**src/rtl/hazard_scoreboard.sv**
```systemverilog
// ID-stage hazard tracker: load-use, multi-cycle RAW/WAW/structural stalls, multi-cycle writeback port.
// Latency: stall is combinational on the ID inputs, state moves on the issue edge; backpressure is stall holding PC and IF/ID.
module hazard_scoreboard #(
  parameter int MC_LATENCY = 4,
  parameter int CNT_W      = 4
) (
  input  logic        clk,
  input  logic        rst_n,
  input  logic        id_valid,
  input  logic        id_flush,
  input  logic [4:0]  id_rs,
  input  logic [4:0]  id_rt,
  input  logic        id_uses_rs,
  input  logic        id_uses_rt,
  input  logic        id_reg_write,
  input  logic [4:0]  id_dest,
  input  logic        id_mem_read,
  input  logic        id_multicycle,
  output logic        stall,
  output logic        mc_busy,
  output logic        mc_wb_valid,
  output logic [4:0]  mc_wb_addr,
  output logic [31:0] pending_mask
);

  typedef enum logic {IDLE, BUSY} mc_state_t;

  mc_state_t        state;
  logic [CNT_W-1:0] mc_count;
  logic [4:0]       mc_dest;
  logic             ex_load;
  logic [4:0]       ex_load_dest;

  logic id_live;
  logic rs_hit;
  logic rt_hit;
  logic waw_hit;
  logic issue;

  assign mc_busy     = (state == BUSY);
  assign mc_wb_valid = mc_busy && (mc_count == CNT_W'(1)) && (mc_dest != 5'd0);
  assign mc_wb_addr  = mc_dest;

  // A source hits when it matches a load still in EX or the in-flight multi-cycle dest; $0 is exempt.
  always_comb begin
    id_live = id_valid & ~id_flush;
    rs_hit  = id_uses_rs && (id_rs != 5'd0) &&
              ((ex_load && (id_rs == ex_load_dest)) || (mc_busy && (id_rs == mc_dest)));
    rt_hit  = id_uses_rt && (id_rt != 5'd0) &&
              ((ex_load && (id_rt == ex_load_dest)) || (mc_busy && (id_rt == mc_dest)));
    waw_hit = mc_busy && id_reg_write && (id_dest != 5'd0) && (id_dest == mc_dest);
    stall   = id_live && (rs_hit || rt_hit || waw_hit || (mc_busy && id_multicycle));
    issue   = id_live && !stall;
  end

  always_comb begin
    pending_mask = '0;
    if (mc_busy && (mc_dest != 5'd0))
      pending_mask[mc_dest] = 1'b1;
  end

  always_ff @(posedge clk or negedge rst_n) begin
    if (!rst_n) begin
      ex_load      <= 1'b0;
      ex_load_dest <= 5'd0;
    end else begin
      ex_load      <= issue && id_mem_read && id_reg_write && (id_dest != 5'd0);
      ex_load_dest <= id_dest;
    end
  end

  // The writeback cycle is the last BUSY cycle; dependants issue one cycle later from the register file.
  always_ff @(posedge clk or negedge rst_n) begin
    if (!rst_n) begin
      state    <= IDLE;
      mc_count <= '0;
      mc_dest  <= 5'd0;
    end else begin
      case (state)
        IDLE: begin
          if (issue && id_multicycle) begin
            mc_count <= CNT_W'(MC_LATENCY);
            mc_dest  <= id_dest;
            state    <= BUSY;
          end
        end
        BUSY: begin
          mc_count <= mc_count - CNT_W'(1);
          if (mc_count == CNT_W'(1))
            state <= IDLE;
        end
        default: state <= IDLE;
      endcase
    end
  end

endmodule
```
**config.mk**
```make
export PLATFORM = sky130hd
export DESIGN_NAME = hazard_scoreboard
export DESIGN_NICKNAME = d
export VERILOG_FILES = /design/src/rtl/hazard_scoreboard.sv
export SDC_FILE = /design/constraint.sdc
export NUM_CORES = 1
export LEC_CHECK = 0
export CORE_MARGIN = 3
export CORE_UTILIZATION = 43
export CTS_CLUSTER_DIAMETER = 100
export DETAILED_ROUTE_END_ITERATION = 8
export PLACE_DENSITY_LB_ADDON = 0.05
export SYNTH_ARGS = -nofsm -noshare
export SYNTH_HDL_FRONTEND = slang
export SYNTH_SLANG_ARGS = --single-unit
```
**constraint.sdc**
```tcl
create_clock -name clk -period 4.8 [get_ports clk]
set_input_delay 1.2 -clock clk [delete_from_list [all_inputs] [get_ports clk]]
set_output_delay 1.2 -clock clk [all_outputs]
set_load 0.1 [all_outputs]
```
==> results.md, run 1 <==
* Critical Path Max Stage Delay at 580 ps
* Seq pwr share at 0.257
* Post-Syn Instances at 142
* CP arrival at 3280 ps
* Clock Skew at 1.998 ps
* Initial core utilization at 0.4754
* CP bufs+invs at 2
* Fin area at 1876 um^2
* DRT antenna net count at 0
* Hold Path Origin: mc_count[1]$_DFFE_PN0P_
* Switching part of the total at 0.6129
* DR vias/cell at 5.403
* DR WL/cell at 16.15 um
* Cell Int Power at ~0.00046 W
* Die area at around 3500 um^2
* Post-CTS Hold Fix Bufs at 0
* Crit path required time at 3600 ps
* Worst setup EP type: output pin
* Post-CTS setup buffer count at 0
* Slowest-stage cell, CP: o32ai_1
* Delay-heaviest family, CP: compound AO/OA/AOI/OAI gates
* Critical path depth at 7
* # port buffers at 62
* Drt pass-1 iters at 4
* Syn_nets at 168
* Avg Synthesized Cell Area at 8.670 um^2
* Max_slew headroom at 0.3378
* CTS Buf Count at 3
* Clock tree root driver cell: clkbuf_4
* Final Non-Filler Cells at 231
* Number of cells on the worst hold path at 2
* Worst reg-to-reg setup slack at around 2600 ps
* Leak pwr at 0.6998 nW
* Unrepaired setup endpoints after global routing: no
* Combinational group share of total power at 0.671
* Part of the power in the clock network at 0.072
* Worst-path cell chain: clkdlybuf4s50_1, xnor2_1, nand4_1, o32ai_1, a222oi_1, nor2b_1, buf_12
* IO Pins at 64
* Setup WS post-layout at about 320 ps
* Rows at 18
* Clk slew on worst S/H paths at about 90 ps
* Fin. Hold Viols at 0
* Synth Flop Type: dfrtp_1
* Net Switching at roughly 0.00074 W
* Top cells by area, synth: dfrtp_1 33%, xnor2_1 16%, nor2_1 10%
* Detail Placement HPWL at 2937 um
* Vias in the first global route at 1,310
* Post-synth EDFFs at 0
* Synth unique cells at 32
* Initial DRC Count at 59
* Total GRT Usage at 0.2243
* Type of the most critical hold path: flop to flop
* Layout area overhead at 52.34%
* H-tree depth at 1
* Critical path startpoint category: input port
* Peak supply drop at 479.9 uV
* Max-cap violations at 0
* Via count at 1,248
* Critical path type: input port to output pin
* Overall power at 0.001199 W
* Clk Latency, worst-skew pair at 280 ps
* Largest net degree at the start of global routing at 17
* Outcome: completed
* R2R cell count at 5
* FF-to-FF Start: mc_wb_addr[0]$_DFFE_PN0P_
* CTS Buffer Depth at 2
* TritonCTS sink count at 16
* GR Overflow Total at 0
* CP max FO at 3
* Worst Tran Pin Value at 990.2 ps
* Period utilization at 0.9342
* Core area at 2590 um^2
* Placed inst area at ~1800 um^2
* Hold path endpoint: mc_count[1]$_DFFE_PN0P_
* CTS tree: built
* Layout cells sized above 1 at 0.1294
* Mapped Area at 1231 um^2
* Die span in y at 59.51 um
* Post-synth top area cell: dfrtp_1
* Nets@finish at 228
* ANT cells at 0
* Synthesized flop and latch total at 16
* Global-route wire length before repair at ~6000 um
* Share of the synthesized area in the top cell type at 0.3252
* Tmin final at 4484 ps
* Async SR Flop Fraction at 1.000
* DR DRC count at 0
* Fin. max-slew vios at 0
* Power per cell area at 639.5 nW/um^2
* Routed WL at 3731 um
* RePlAce Congestion at 0.9148
* Placed Instances at 227
* Setup WS pre-CTS at 325.5 ps
* R2R Path End: mc_count[2]$_DFFE_PN0P_
* Cts repair resizes at 0
* Warnings from Yosys at 0
* Die extent in x at roughly 60 um
* Sequential share of the synthesized area at 0.3252
* Max Fclk at 223.0 MHz
* Final setup violation count at 0
* Initial antenna violation count at 0
-- worst max path at each step --
stage / startpoint / end / slack [ps]
5_1_grt: id_rs[4] / stall / 220
4_1_cts: id_rs[4] / stall / 330
3_5_place_dp: id_rs[4] / stall / 330
6_report: id_rs[4] / stall / 320
2_1_floorplan: mc_wb_addr[3]$_DFFE_PN0P_ / pending_mask[26] / -160
3_3_place_gp: id_rs[0] / stall / 440
-- cells by family after synthesis --
kind of cell,after synthesis,synth area share
buffers and inverters,10,0.03354
adders and majority gates,2,0.02032
xor gates and xnor gates,27,0.1921
muxes,5,0.04573
AOI/OAI and AO/OA,13,0.1026
DFF,16,0.3252
other,1,0.003046
and+or+nand+nor,68,0.2774
-- layout by cell type (no fill, tap or decap), drive strengths merged, types with 2 or more instances in the layout --
cell type	count
nor3b	3
nand3b	4
xor2	5
o32ai	2
dfrtp	16
nand4	4
nand2	5
clkdlybuf4s50	49
or3b	2
mux2	5
nor3	4
nor2	33
nand3	5
nor2b	2
ha	2
buf	13
o21a	3
inv	3
clkbuf	4
xnor2	22
or4	3
-- layout make-up --
cell class,instances,area (um^2)
inverter,3,11.26
tap,30,37.54
sequential,16,400.4
clock buffer,4,36.28
timing repair buffer,62,600.6
fill,198,714.4
multi-input combinational,116,789.5
-- worst reg2reg max path, stage by stage (launching register included) --
cell	delay [ps]
dfrtp_1	660
xnor2_1	180
nand4_1	110
o32ai_1	580
a221oi_4	230
o31a_2	340
-- power groups by stage --
| stage | registers, W | logic (W) | clock network (W) |
|---|---|---|---|
| after floorplan | 0.000420 | 0.000498 | 0 |
| after global placement | 0.000303 | 0.000790 | 0 |
| after detailed placement | 0.000309 | 0.000805 | 0 |
| after CTS | 0.000305 | 0.000807 | 0.0000882 |
| after global routing | 0.000324 | 0.000848 | 0.0000942 |
| final | 0.000309 | 0.000804 | 0.0000862 |
-- sequential cells by signal (all words and copies together) (netlist names) --
signal and count:
ex_load 1, mc_count 4, mc_wb_addr 5, mc_busy 1, ex_load_dest 5
-- layer usage --
| layer | vias up | global-route usage | part of all wire |
|---|---|---|---|
| met2 | 34 | 0.3994 | 0.52 |
| li1 | 606 | - | - |
| met5 | - | 0 | 0 |
| met3 | 6 | 0.02179 | 0.045 |
| met4 | 0 | 0.08544 | 0.014 |
| met1 | 602 | 0.2767 | 0.42 |
-- stage by stage --
stage                     TNS [ps]  hold WS [ps]  utilization
final                            0         580.1       0.7242
after global routing             0         583.7       0.7242
after CTS                        0         567.5       0.7242
after detailed placement         0         555.0       0.7101
after global placement           0         553.4       0.7101
after floorplan             -298.8         535.3            -
-- cell usage after synthesis (2+ instances only) --
cell,n
inv_1,3
nand2_1,5
nor3_1,4
dfrtp_1,16
nand4_1,4
nand3b_1,4
nor3b_1,3
clkbuf_1,6
or4_1,3
nor2b_1,2
or3b_2,2
xnor2_1,22
ha_1,2
mux2_2,5
xor2_1,5
nor2_1,33
o21a_1,3
nand3_1,5
o32ai_1,2
No activity file was read; power rests on OpenSTA's default activity.
==> run 2: changes to the inputs <==
--- a/config.mk
+++ b/config.mk
@@ -9,6 +9,7 @@
 export CORE_UTILIZATION = 43
 export CTS_CLUSTER_DIAMETER = 100
 export DETAILED_ROUTE_END_ITERATION = 8
+export DONT_BUFFER_PORTS = 1
 export PLACE_DENSITY_LB_ADDON = 0.05
 export SYNTH_ARGS = -nofsm -noshare
 export SYNTH_HDL_FRONTEND = slang
==> results.md, run 2 (same netlist as run 1, synthesis figures left out) <==
* Outcome: completed
* Vias in the first global route at 1,248 (-4.7%)
* Max_slew headroom at 0.6167 (+0.2789)
* Crit path required time at 3600 ps (about the same)
* Detail Route met2 WL at 1910 um (-1.8%)
* Leak pwr at 0.6689 nW (-4.4%)
* GR Overflow Total at 0 (unchanged)
* Worst Tran Pin Value at 575.0 ps (-415.2 ps)
* Largest net degree at the start of global routing at 17 (unchanged)
* Most frequent cells in the layout: 36 x buf_4, 28 x nor2_2, 22 x xnor2_1
* Setup WS post-layout at 841.8 ps (+526.1 ps)
* Worst reg-to-reg setup slack at 2610 ps (+20 ps)
* Initial antenna violation count at 0 (unchanged)
* DR DRC count at 0 (unchanged)
* Clk slew on worst S/H paths at 80 ps (about the same)
* Die area at 3541 um^2 (unchanged)
* DRT antenna net count at 0 (unchanged)
* Initial core utilization at 0.4754 (unchanged)
* Placed Instances at 204 (-10%)
* Layout cells sized above 1 at 0.4719 (+0.3426)
* Max Fclk at 252.6 MHz (+13%)
* Final Non-Filler Cells at 208 (-10%)
* Sum Neg Setup Slack at 0 ps (unchanged)
* Detail Placement HPWL at 2888 um (-1.7%)
* ANT cells at 0 (unchanged)
* IO Pins at 64 (unchanged)
* CTS tree: built
* Tmin final at 3958 ps (-526.1 ps)
* Cts repair resizes at 0 (unchanged)
* Initial DRC Count at 43 (-27%)
* Via count at 1,179 (-5.5%)
* # port buffers at 0 (-100%)
* DR vias/cell at 5.668 (+4.9%)
* Layout area overhead at 38.72%
* Critical path type: input port to output pin
* Clock Skew at 10.51 ps (+8.509 ps)
* DR WL/cell at 17.40 um (+7.7%)
* Final setup violation count at 0 (unchanged)
* RePlAce Congestion at 0.8141 (-11%)
* CP max FO at 4 (+1)
* H-tree depth at 1 (unchanged)
* Commonest non-fill, non-tap cell in the layout: buf_4
* CTS Buf Count at 3 (unchanged)
* Routed WL at 3619 um (-3.0%)
* Die extent in x at 59.51 um (unchanged)
* Period utilization at 0.8246 (-0.1096)
* Clock tree root driver cell: clkbuf_4
* Nets@finish at 205 (-10%)
* Fin. Hold Viols at 0 (unchanged)
* Post-CTS setup buffer count at 0 (unchanged)
* Clk Latency, worst-skew pair at 290 ps (about the same)
* Total GRT Usage at 0.2098 (-0.01451)
* Fin. max-slew vios at 0 (unchanged)
* Global-route wire length before repair at 5637 um (-5.5%)
* Top sig layer: met4
* CP arrival at 2760 ps (-520 ps)
* Core area at 2590 um^2 (unchanged)
* Worst Setup SP: id_dest[0]
* FF-to-FF Start: mc_wb_addr[1]$_DFFE_PN0P_
* Setup WS pre-CTS at 848.6 ps (+523.1 ps)
* Max-cap violations at 0 (unchanged)
* Critical Path Sink: stall
* Peak supply drop at 588.2 uV (+23%)
* Worst setup EP type: output pin
* Rows at 18 (unchanged)
* Overall power at 0.001210 W (+0.84%)
* WL met3 at 210 um (+24%)
* Type of the most critical hold path: flop to flop
* Hold Path Origin: mc_count[1]$_DFFE_PN0P_
* Die span in y at 59.51 um (unchanged)
* Post-CTS Hold Fix Bufs at 0 (unchanged)
* R2R Path End: mc_wb_addr[4]$_DFFE_PN0P_
* TritonCTS sink count at 16 (unchanged)
* Critical path startpoint category: input port
* Power per cell area at 708.2 nW/um^2 (+11%)
* CTS Buffer Depth at 2 (unchanged)
* Drt pass-1 iters at 4 (unchanged)
* Unrepaired setup endpoints after global routing: no
* R2R cell count at 5 (unchanged)
* Met1 wire length at 1482 um (-5.1%)
-- run 2: area by class of cell --
class                      instances  area [um^2]
clock buffer                       4        36.28
timing repair buffer              39        345.3
sequential                        16        400.4
inverter                           3        11.26
fill                             204        882.1
tap                               30        37.54
multi-input combinational        116        877.1
-- run 2: worst max-delay path: stages --
cell,delay [ps]
or4_1,510
o21a_1,190
a41o_1,170
a222oi_1,360
nor2b_2,70
buf_4,240
-- run 2: worst min path at each step --
stage	end	slack, ps	depth (start not counted)
6_report	mc_count[1]$_DFFE_PN0P_	570	2
2_1_floorplan	mc_count[1]$_DFFE_PN0P_	540	2
4_1_cts	mc_count[1]$_DFFE_PN0P_	570	2
3_3_place_gp	mc_count[1]$_DFFE_PN0P_	550	2
5_1_grt	mc_count[3]$_DFFE_PN0P_	560	0
3_5_place_dp	mc_count[1]$_DFFE_PN0P_	560	2
-- run 2: metal layers --
layer  vias to the layer above  global-route usage
met5                         -                   0
met4                         0             0.04747
met3                         3             0.05229
met2                        37              0.3791
met1                       577              0.2480
li1                        562                   -
-- run 2: power by group --
group / switching, W / total [W] / internal, W
clock: 0.0000416 / 0.0000879 / 0.0000462
combinational: 0.000608 / 0.000829 / 0.000222
sequential: 0.000114 / 0.000292 / 0.000179
-- run 2: stage by stage --
stage	utilization	hold slack, ps	cell area (um^2)
floorplan	-	535.3	1231
global placement	0.6454	551.5	1672
detailed placement	0.6454	564.4	1672
CTS	0.6594	573.7	1708
global route	0.6594	558.7	1708
finish	0.6594	571.0	1708
